## config.mk

```make
export PLATFORM = sky130hd
export DESIGN_NAME = sort_mem_arbiter_flat
export DESIGN_NICKNAME = d
export VERILOG_FILES = /design/src/rtl/sort_mem_arbiter_if.sv /design/src/rtl/sort_mem_arbiter.sv /design/src/flat_wrapper.sv
export SDC_FILE = /design/constraint.sdc
export NUM_CORES = 1
export LEC_CHECK = 0
export CAP_MARGIN = 0
export CORE_MARGIN = 3
export CORE_UTILIZATION = 50
export DETAILED_ROUTE_END_ITERATION = 10
export DONT_BUFFER_PORTS = 1
export PLACE_DENSITY = 0.68
export SYNTH_ARGS = -nofsm -noshare
export SYNTH_HDL_FRONTEND = slang
export SYNTH_SLANG_ARGS = --single-unit
```

## constraint.sdc

```tcl
create_clock -name i_clk -period 1.8 [get_ports i_clk]
set_clock_uncertainty 0.15 [all_clocks]
set_input_delay 0.27 -clock i_clk [delete_from_list [all_inputs] [get_ports i_clk]]
set_output_delay 0.27 -clock i_clk [all_outputs]
set_load 0.005 [all_outputs]
```

## src/rtl/sort_mem_arbiter_if.sv

```systemverilog
// Bundle between the two requesters, the data RAM and the sort_mem_arbiter.
// The arbiter connects through the slave modport; requesters and the RAM use the master side.
interface sort_mem_arbiter_if #(
    parameter int ADDR_W = 4,
    parameter int DATA_W = 8
);
    logic              i_s_rd_en;
    logic              i_s_wr_en;
    logic [ADDR_W-1:0] i_s_addr;
    logic [DATA_W-1:0] i_s_wdata;
    logic [DATA_W-1:0] o_s_rdata;
    logic              o_s_valid_rd;
    logic              o_s_valid_wr;

    logic              i_h_rd_en;
    logic              i_h_wr_en;
    logic [ADDR_W-1:0] i_h_addr;
    logic [DATA_W-1:0] i_h_wdata;
    logic [DATA_W-1:0] o_h_rdata;
    logic              o_h_valid_rd;
    logic              o_h_valid_wr;

    logic              o_mem_en;
    logic              o_mem_we;
    logic [ADDR_W-1:0] o_mem_addr;
    logic [DATA_W-1:0] o_mem_wdata;
    logic [DATA_W-1:0] i_mem_rdata;

    logic [1:0]        o_grant;
    logic              o_busy;
    logic              o_proto_err;
    logic [1:0]        o_dbg_state;

    // Handshake: a requester holds rd_en or wr_en (with stable addr/wdata until granted)
    // until its one-cycle valid_rd/valid_wr pulse; that pulse is the only acknowledge.
    modport slave (
        input  i_s_rd_en, i_s_wr_en, i_s_addr, i_s_wdata,
        output o_s_rdata, o_s_valid_rd, o_s_valid_wr,
        input  i_h_rd_en, i_h_wr_en, i_h_addr, i_h_wdata,
        output o_h_rdata, o_h_valid_rd, o_h_valid_wr,
        output o_mem_en, o_mem_we, o_mem_addr, o_mem_wdata,
        input  i_mem_rdata,
        output o_grant, o_busy, o_proto_err, o_dbg_state
    );

    modport master (
        output i_s_rd_en, i_s_wr_en, i_s_addr, i_s_wdata,
        input  o_s_rdata, o_s_valid_rd, o_s_valid_wr,
        output i_h_rd_en, i_h_wr_en, i_h_addr, i_h_wdata,
        input  o_h_rdata, o_h_valid_rd, o_h_valid_wr,
        input  o_mem_en, o_mem_we, o_mem_addr, o_mem_wdata,
        output i_mem_rdata,
        input  o_grant, o_busy, o_proto_err, o_dbg_state
    );
endinterface

```

## src/rtl/sort_mem_arbiter.sv

```systemverilog
// Round-robin arbiter/sequencer giving the sort control unit (S) and the host port (H)
// shared access to a single-port data RAM with RD_LAT-cycle read latency.
module sort_mem_arbiter #(
    parameter int ADDR_W = 4,
    parameter int DATA_W = 8,
    parameter int RD_LAT = 1
) (
    input  logic               i_clk,
    input  logic               i_rst_n,
    sort_mem_arbiter_if.slave  bus
);

    typedef enum logic [1:0] {
        IDLE    = 2'd0,
        ACCESS  = 2'd1,
        RD_WAIT = 2'd2,
        RESP    = 2'd3
    } state_e;

    state_e            state_q, state_d;
    logic              owner_q, owner_d;   // 0 = S, 1 = H
    logic              last_q, last_d;     // last served requester, same encoding
    logic              we_q, we_d;
    logic [ADDR_W-1:0] addr_q, addr_d;
    logic [DATA_W-1:0] wdata_q, wdata_d;
    logic [1:0]        cnt_q, cnt_d;
    logic [DATA_W-1:0] s_rdata_q, s_rdata_d;
    logic [DATA_W-1:0] h_rdata_q, h_rdata_d;
    logic              err_q, err_d;

    logic s_req, h_req, pick_h;

    assign s_req  = bus.i_s_rd_en | bus.i_s_wr_en;
    assign h_req  = bus.i_h_rd_en | bus.i_h_wr_en;
    // H wins when it is alone, or when both ask and S was served last.
    assign pick_h = h_req & (~s_req | ~last_q);

    always_ff @(posedge i_clk) begin
        if (!i_rst_n) begin
            state_q   <= IDLE;
            owner_q   <= 1'b0;
            last_q    <= 1'b1;
            we_q      <= 1'b0;
            addr_q    <= '0;
            wdata_q   <= '0;
            cnt_q     <= '0;
            s_rdata_q <= '0;
            h_rdata_q <= '0;
            err_q     <= 1'b0;
        end else begin
            state_q   <= state_d;
            owner_q   <= owner_d;
            last_q    <= last_d;
            we_q      <= we_d;
            addr_q    <= addr_d;
            wdata_q   <= wdata_d;
            cnt_q     <= cnt_d;
            s_rdata_q <= s_rdata_d;
            h_rdata_q <= h_rdata_d;
            err_q     <= err_d;
        end
    end

    always_comb begin
        state_d   = state_q;
        owner_d   = owner_q;
        last_d    = last_q;
        we_d      = we_q;
        addr_d    = addr_q;
        wdata_d   = wdata_q;
        cnt_d     = cnt_q;
        s_rdata_d = s_rdata_q;
        h_rdata_d = h_rdata_q;
        err_d     = err_q;
        case (state_q)
            IDLE: begin
                if (s_req | h_req) begin
                    owner_d = pick_h;
                    last_d  = pick_h;
                    state_d = ACCESS;
                    // rd_en together with wr_en is treated as a write and flagged.
                    if (pick_h) begin
                        we_d    = bus.i_h_wr_en;
                        addr_d  = bus.i_h_addr;
                        wdata_d = bus.i_h_wdata;
                        err_d   = err_q | (bus.i_h_rd_en & bus.i_h_wr_en);
                    end else begin
                        we_d    = bus.i_s_wr_en;
                        addr_d  = bus.i_s_addr;
                        wdata_d = bus.i_s_wdata;
                        err_d   = err_q | (bus.i_s_rd_en & bus.i_s_wr_en);
                    end
                end
            end
            ACCESS: begin
                if (we_q) begin
                    state_d = RESP;
                end else begin
                    state_d = RD_WAIT;
                    cnt_d   = 2'(RD_LAT - 1);
                end
            end
            RD_WAIT: begin
                if (cnt_q == 2'd0) begin
                    if (owner_q) h_rdata_d = bus.i_mem_rdata;
                    else         s_rdata_d = bus.i_mem_rdata;
                    state_d = RESP;
                end else begin
                    cnt_d = cnt_q - 2'd1;
                end
            end
            RESP:    state_d = IDLE;
            default: state_d = IDLE;
        endcase
    end

    logic in_access, in_resp, busy;

    assign in_access = (state_q == ACCESS);
    assign in_resp   = (state_q == RESP);
    assign busy      = (state_q != IDLE);

    assign bus.o_mem_en     = in_access;
    assign bus.o_mem_we     = in_access & we_q;
    assign bus.o_mem_addr   = addr_q;
    assign bus.o_mem_wdata  = wdata_q;

    assign bus.o_s_rdata    = s_rdata_q;
    assign bus.o_h_rdata    = h_rdata_q;
    assign bus.o_s_valid_rd = in_resp & ~owner_q & ~we_q;
    assign bus.o_s_valid_wr = in_resp & ~owner_q &  we_q;
    assign bus.o_h_valid_rd = in_resp &  owner_q & ~we_q;
    assign bus.o_h_valid_wr = in_resp &  owner_q &  we_q;

    assign bus.o_grant      = busy ? (owner_q ? 2'b10 : 2'b01) : 2'b00;
    assign bus.o_busy       = busy;
    assign bus.o_proto_err  = err_q;
    assign bus.o_dbg_state  = state_q;

endmodule
```

## src/flat_wrapper.sv

```systemverilog
// flat-port wrapper written by rule: the top's interface ports become plain ports
module sort_mem_arbiter_flat 
#(
    parameter int ADDR_W = 4,
    parameter int DATA_W = 8,
    parameter int RD_LAT = 1
)
  (i_clk, i_rst_n, bus_i_s_rd_en, bus_i_s_wr_en, bus_i_s_addr, bus_i_s_wdata, bus_o_s_rdata, bus_o_s_valid_rd, bus_o_s_valid_wr, bus_i_h_rd_en, bus_i_h_wr_en, bus_i_h_addr, bus_i_h_wdata, bus_o_h_rdata, bus_o_h_valid_rd, bus_o_h_valid_wr, bus_o_mem_en, bus_o_mem_we, bus_o_mem_addr, bus_o_mem_wdata, bus_i_mem_rdata, bus_o_grant, bus_o_busy, bus_o_proto_err, bus_o_dbg_state);
  sort_mem_arbiter_if #(.ADDR_W(ADDR_W), .DATA_W(DATA_W)) bus_i ();
  input  logic i_clk;
  input  logic i_rst_n;
  input wire logic [$bits(bus_i.i_s_rd_en)-1:0] bus_i_s_rd_en;
  input wire logic [$bits(bus_i.i_s_wr_en)-1:0] bus_i_s_wr_en;
  input wire logic [$bits(bus_i.i_s_addr)-1:0] bus_i_s_addr;
  input wire logic [$bits(bus_i.i_s_wdata)-1:0] bus_i_s_wdata;
  output wire logic [$bits(bus_i.o_s_rdata)-1:0] bus_o_s_rdata;
  output wire logic [$bits(bus_i.o_s_valid_rd)-1:0] bus_o_s_valid_rd;
  output wire logic [$bits(bus_i.o_s_valid_wr)-1:0] bus_o_s_valid_wr;
  input wire logic [$bits(bus_i.i_h_rd_en)-1:0] bus_i_h_rd_en;
  input wire logic [$bits(bus_i.i_h_wr_en)-1:0] bus_i_h_wr_en;
  input wire logic [$bits(bus_i.i_h_addr)-1:0] bus_i_h_addr;
  input wire logic [$bits(bus_i.i_h_wdata)-1:0] bus_i_h_wdata;
  output wire logic [$bits(bus_i.o_h_rdata)-1:0] bus_o_h_rdata;
  output wire logic [$bits(bus_i.o_h_valid_rd)-1:0] bus_o_h_valid_rd;
  output wire logic [$bits(bus_i.o_h_valid_wr)-1:0] bus_o_h_valid_wr;
  output wire logic [$bits(bus_i.o_mem_en)-1:0] bus_o_mem_en;
  output wire logic [$bits(bus_i.o_mem_we)-1:0] bus_o_mem_we;
  output wire logic [$bits(bus_i.o_mem_addr)-1:0] bus_o_mem_addr;
  output wire logic [$bits(bus_i.o_mem_wdata)-1:0] bus_o_mem_wdata;
  input wire logic [$bits(bus_i.i_mem_rdata)-1:0] bus_i_mem_rdata;
  output wire logic [$bits(bus_i.o_grant)-1:0] bus_o_grant;
  output wire logic [$bits(bus_i.o_busy)-1:0] bus_o_busy;
  output wire logic [$bits(bus_i.o_proto_err)-1:0] bus_o_proto_err;
  output wire logic [$bits(bus_i.o_dbg_state)-1:0] bus_o_dbg_state;
  assign bus_i.i_s_rd_en = bus_i_s_rd_en;
  assign bus_i.i_s_wr_en = bus_i_s_wr_en;
  assign bus_i.i_s_addr = bus_i_s_addr;
  assign bus_i.i_s_wdata = bus_i_s_wdata;
  assign bus_o_s_rdata = bus_i.o_s_rdata;
  assign bus_o_s_valid_rd = bus_i.o_s_valid_rd;
  assign bus_o_s_valid_wr = bus_i.o_s_valid_wr;
  assign bus_i.i_h_rd_en = bus_i_h_rd_en;
  assign bus_i.i_h_wr_en = bus_i_h_wr_en;
  assign bus_i.i_h_addr = bus_i_h_addr;
  assign bus_i.i_h_wdata = bus_i_h_wdata;
  assign bus_o_h_rdata = bus_i.o_h_rdata;
  assign bus_o_h_valid_rd = bus_i.o_h_valid_rd;
  assign bus_o_h_valid_wr = bus_i.o_h_valid_wr;
  assign bus_o_mem_en = bus_i.o_mem_en;
  assign bus_o_mem_we = bus_i.o_mem_we;
  assign bus_o_mem_addr = bus_i.o_mem_addr;
  assign bus_o_mem_wdata = bus_i.o_mem_wdata;
  assign bus_i.i_mem_rdata = bus_i_mem_rdata;
  assign bus_o_grant = bus_i.o_grant;
  assign bus_o_busy = bus_i.o_busy;
  assign bus_o_proto_err = bus_i.o_proto_err;
  assign bus_o_dbg_state = bus_i.o_dbg_state;
  sort_mem_arbiter #(.ADDR_W(ADDR_W), .DATA_W(DATA_W), .RD_LAT(RD_LAT)) u_core (.i_clk(i_clk), .i_rst_n(i_rst_n), .bus(bus_i));
endmodule
```

==> qor.csv, run 1 <==
metric,value,unit
"flops & latches, synth",36,
Crit Path Class,flop to flop,
Hold Crit Class,input pin to flop,
CP Data Arrival Time,1860,ps
crit path cell chain,inv_2 > ha_1 > a21bo_2 > or3b_2 > a21oi_2,
WP buf/inv,1,
post-synth top area cell,dfxtp_1,
vias post-DR,1552,
Max Cap Viol,0,
Final min period,1740,ps
PwrDens,1440,nW/um^2
area grow syn2layout,26.8,%
largest net degree at the start of global routing,19,
worst hold stages,2,
clock tree buffer depth,2,
worst slew pin tran,1040,ps
P_leak,0.935,nW
worst r2r path cells,5,
Worst setup SP type,flop,
grt ovf,0,
"most common cell after layout, fill and taps aside",dfxtp_1,
filler cell count,249,
total design power,3.12,mW
antenna violations before repair,0,
Worst VDD drop,915,uV
headroom to the max-slew limit,30.0,%
clk_lat worst skew,340,ps
Routed Antenna Nets,0,
Critical Path Slowest Stage Cell,or3b_2,
crit path capture type,flop,
first-pass GRT wire length,7.71,mm
Std-Cell Rows,20,
initial core utilization,54.2,%
DR iter-0 viols,94,
fmax,576,MHz
DP HPWL,2.92,mm
clock slew at reported path FFs,110,ps
Synth Cell Area,1710,um^2
vias in the first global route,1601,
Worst Path Max Fanout,4,
TritonRoute pass-1 iters,4,
drt total wl,4.59,mm
Die X,64.5,um
layout cells sized above 1,11.7,%
CTS tree,done,
total CTS buffers,5,
Syn Area/Cell,8.95,um^2
Post-synth EDFFs,0,
setup violators final,0,
Ports,78,
Core Region,3150,um^2
"CP delay by family, top",simple AND/OR/NAND/NOR gates,
area share of the largest cell type after synthesis,42.2,%
Die Y-Extent,64.5,um
H-tree lvl count,2,
ANT cells,0,
Tcrit/Tclk final,96.4,%
post-synthesis sequential area ratio,42.2,%
clk sinks,36,
max incr delay on CP,470,ps
DR DRC count,0,
Post-Syn Instances,191,
ys flop type,dfxtp_1,
RSZ-0062 raised after global routing,true,
Final TNS setup,0,ps
port buffer count,0,
all-layer global routing usage,23.7,%
CTS Root Cell,clkbuf_4,
asr flop ratio synth,0,%
cell count along the critical path,5,
Final #Nets,264,
max-slew violation count,0,
gpl congestion,0.744,
vias per cell,5.83,
Yosys warnings,0,
Die Footprint,4160,um^2
synth top area cells,"dfxtp_1, mux2i_1, o21ai_0",
syn_nets,234,
WP data required,1920,ps
status,completed,
Final Hold Viols,0,
most frequent cells in the layout,"dfxtp_1, dlygate4sd3_1, o21ai_0",
wire per inst,17.3,um
post-synthesis cell type count,39,
[report_power, final]
group / internal (mW) / switching, mW / leakage, nW
combinational: 0.473 / 0.601 / 0.574
sequential: 1.01 / 0.188 / 0.296
clock: 0.572 / 0.270 / 0.0654
[routing by layer]
layer / wire length (um) / GRT usage (%)
met3: 350 / 6.76
met4: 81 / 8.18
met2: 2340 / 41.0
met5: 0 / 0
met1: 1820 / 28.0
[worst paths after layout]
path	slack, ps	to	startpoint
max reg2reg	60	u_core.cnt_q[1]	u_core.bus.o_dbg_state[0]
max	60	u_core.cnt_q[1]	u_core.bus.o_dbg_state[0]
min reg2reg	340	u_core.bus.o_proto_err	u_core.bus.o_proto_err
min	8	u_core.bus.o_mem_addr[1]	bus_i_h_addr[1]
[synth_stat cells (all sizes together) (3+ instances only)]
library cell  count
inv               6
buf               7
a31oi            12
nor2             19
ha                5
and2              3
dfxtp            36
o21ai            27
clkbuf            7
a21oi            16
nand2             7
nand3             3
mux2i            17
[registers in the layout, summed over array words and instances (netlist names)]
name and cells:
u_core.bus.o_dbg_state 2, u_core.bus.o_h_rdata 8, u_core.bus.o_mem_addr 4, u_core.bus.o_mem_wdata 8, u_core.bus.o_proto_err 1, u_core.bus.o_s_rdata 8
u_core.cnt_q 2, u_core.last_q 1, u_core.owner_q 1, u_core.we_q 1
[layout make-up]
| class | instances | area [um^2] | share of cell area (%) |
|---|---|---|---|
| multi-input cells | 135 | 886 | 40.9 |
| flip-flops and latches | 36 | 723 | 33.4 |
| repair buffers | 37 | 353 | 16.3 |
| clock inverters | 3 | 90.1 | 4.16 |
| well taps | 44 | 55.1 | 2.54 |
| clock buffers | 5 | 37.5 | 1.73 |
| inverters | 6 | 22.5 | 1.04 |
[cells by family (layout without fill, tap and decap cells)]
| kind of cell | Yosys count | count (layout) | share of synthesized area (%) |
|---|---|---|---|
| adders and majority gates | 5 | 5 | 3.66 |
| muxes | 17 | 17 | 9.96 |
| buffers and inverters | 20 | 51 | 6.37 |
| AOI/OAI and AO/OA | 68 | 68 | 24.8 |
| DFF | 36 | 36 | 42.2 |
| and+or+nand+nor | 45 | 45 | 13.0 |
[worst register-to-register path: cells and delay by family, from the launching register on]
family                   cells  cell delay [ps]
flip-flops                   1              360
AO/OA/AOI/OAI                2              370
AND/OR/NAND/NOR              1              470
adder cells (fa/ha/maj)      1              280
buffers and inverters        1               50
[stage by stage]
step           instance area (um^2)  util (%)  instances  hold slack, ps  setup WS (ps)
3_5_place_dp                   1720      54.6        227             205          -12.1
2_1_floorplan                  1710         -        191             264           33.6
4_1_cts                        2160      68.5        266            1.53          0.317
3_3_place_gp                   1720      54.6        227             198           75.8
6_report                       2170      68.7        266            8.43           64.2
5_1_grt                        2170      68.7        266            11.5          -12.2
[timing repair]
action | in CTS | in global routing
pin swaps | 0 | 1
hold buffers | 30 | 0
endpoints found under the hold margin | 33 | 0
endpoints found under the setup margin | 3 | 11
gates resized for setup | 2 | 4
buffers inserted | 1 | 0
No activity file was read; power rests on OpenSTA's default activity.
==> inputs of run 2 (changes only) <==
--- a/config.mk
+++ b/config.mk
@@ -8,6 +8,7 @@
 export CAP_MARGIN = 0
 export CORE_MARGIN = 3
 export CORE_UTILIZATION = 50
+export CTS_CLUSTER_DIAMETER = 50
 export DETAILED_ROUTE_END_ITERATION = 10
 export DONT_BUFFER_PORTS = 1
 export PLACE_DENSITY = 0.68
==> results of run 2 <==
No change in the layout: final DEF, timing and power equal those of run 1.
==> inputs of run 3 (changes only) <==
--- a/config.mk
+++ b/config.mk
@@ -11,6 +11,7 @@
 export CTS_CLUSTER_DIAMETER = 50
 export DETAILED_ROUTE_END_ITERATION = 10
 export DONT_BUFFER_PORTS = 1
+export MAX_ROUTING_LAYER = met4
 export PLACE_DENSITY = 0.68
 export SYNTH_ARGS = -nofsm -noshare
 export SYNTH_HDL_FRONTEND = slang
==> run 3 against run 2 <==
Clock-buffer cell count did not move. Register-to-register slack about the same. Clock power is 0.8% higher. Via count is 0.84% higher. Hold slack got worse by 4.7 ps.
==> qor.csv, run 3 (synthesis results as in run 1) <==
metric,value,unit,change
worst slew pin tran,1030,ps,-11.7 ps
RSZ-0062 raised after global routing,true,,
P_leak,0.935,nW,unchanged
Worst setup SP type,flop,,
ANT cells,0,,unchanged
filler cell count,249,,unchanged
worst reg2reg path endpoint,u_core.bus.o_mem_addr[2],,
"Design Area, Final",2170,um^2,unchanged
Crit Path Class,flop to flop,,
Final #Nets,264,,unchanged
DR DRC count,0,,unchanged
DR iter-0 viols,112,,+19%
clock tree buffer depth,2,,unchanged
total CTS buffers,5,,unchanged
total design power,3.12,mW,+0.21%
Die Y-Extent,64.5,um,unchanged
clk_lat worst skew,340,ps,about the same
TritonRoute pass-1 iters,4,,unchanged
Worst VDD drop,911,uV,-0.35%
vias post-DR,1565,,+0.84%
Final Hold Viols,0,,unchanged
fin util,68.7,%,unchanged
area grow syn2layout,26.8,%,unchanged
Fin Hold WS,3.69,ps,-4.75 ps
H-tree lvl count,2,,unchanged
first-pass GRT wire length,7.71,mm,unchanged
DP HPWL,2.92,mm,unchanged
all-layer global routing usage,24.5,%,+0.76 points
area of the multi-input gates,886,um^2,unchanged
worst slack at placement,-12.1,ps,unchanged
crit path capture type,flop,,
status,completed,,
initial core utilization,54.2,%,unchanged
clock slew at reported path FFs,110,ps,about the same
antenna violations before repair,0,,unchanged
WP data required,1880,ps,-40 ps
Worst Path Max Fanout,15,,+11
met1 Usage GRT,28.1,%,+0.11 points
DP Area,1720,um^2,unchanged
met3 global-route usage,7.11,%,+0.35 points
Core Region,3150,um^2,unchanged
CTS Root Cell,clkbuf_4,,
Final min period,1740,ps,+3.20 ps
vias in the first global route,1598,,-0.19%
Final TNS setup,0,ps,unchanged
PwrDens,1440,nW/um^2,+0.21%
largest net degree at the start of global routing,19,,unchanged
headroom to the max-slew limit,30.8,%,+0.79 points
Std-Cell Rows,20,,unchanged
vias per cell,5.88,,+0.84%
drt total wl,4.64,mm,+0.96%
Routed Antenna Nets,0,,unchanged
Die Footprint,4160,um^2,unchanged
Hold Crit Class,input pin to flop,,
most frequent cells in the layout,"dfxtp_1, dlygate4sd3_1, o21ai_0",,
Ports,78,,unchanged
Tcrit/Tclk final,96.6,%,+0.18 points
GR peak layer,met2,,
clk sinks,36,,unchanged
layout cells sized above 1,11.7,%,unchanged
worst reg2reg setup slack,60,ps,about the same
grt ovf,0,,unchanged
gpl congestion,0.753,,+1.3%
register area,723,um^2,unchanged
Die X,64.5,um,unchanged
CP endpoint,u_core.bus.o_mem_addr[2],,
CTS tree,done,,
fmax,575,MHz,-0.18%
max-slew violation count,0,,unchanged
Worst Setup SP,u_core.bus.o_dbg_state[0],,
setup violators final,0,,unchanged
port buffer count,0,,unchanged
met2 Track Usage GR,41.0,%,unchanged
post-route setup slack,61.0,ps,-3.20 ps
"most common cell after layout, fill and taps aside",dfxtp_1,,
placed instance count,227,,unchanged
Final Non-Filler Cells,266,,unchanged
FF-to-FF Start,u_core.bus.o_dbg_state[0],,
worst r2r path cells,5,,unchanged
wire per inst,17.4,um,+0.96%
Max Cap Viol,0,,unchanged
CP Data Arrival Time,1820,ps,-40 ps
[run 3: layout make-up]
type / count / area share (%)
Multi-Input combinational cell: 135 / 40.9
Sequential cell: 36 / 33.4
Timing Repair Buffer: 37 / 16.3
Clock inverter: 3 / 4.16
Tap cell: 44 / 2.54
Clock buffer: 5 / 1.73
Inverter: 6 / 1.04
[run 3: worst min-delay path by stage]
stage,cells after the start,slack (ps),start,to
after floorplan,2,260,bus_i_mem_rdata[0],u_core.bus.o_h_rdata[0]
after global placement,1,200,i_rst_n,u_core.last_q
after detailed placement,1,210,i_rst_n,u_core.last_q
after CTS,2,2,bus_i_h_wdata[4],u_core.bus.o_mem_wdata[4]
after global routing,2,7,bus_i_h_addr[1],u_core.bus.o_mem_addr[1]
final,2,4,bus_i_h_addr[1],u_core.bus.o_mem_addr[1]
[run 3: layer usage]
layer,up-vias,routed length [um]
li1,747,-
met1,737,1880
met2,70,2360
met3,11,313
met4,0,89
met5,-,0
[run 3: what timing repair did]
| action | CTS | global route |
|---|---|---|
| gates resized for setup | 2 | 4 |
| pin swaps | 0 | 1 |
| setup endpoints to repair | 3 | 11 |
| setup buffers | 1 | 0 |
| hold buffers | 30 | 0 |
| hold endpoints to repair | 33 | 0 |
[run 3: worst max-delay path, cell delays in order, from the launching register on]
cell and delay, ps:
dfxtp_2 350, inv_2 70, ha_1 390, o41ai_4 290, a31oi_1 270, a21oi_1 110
[run 3: report_power, final]
part	internal [mW]	switching, mW
combinational	0.473	0.600
sequential	1.01	0.188
clock	0.572	0.278
total	2.06	1.07
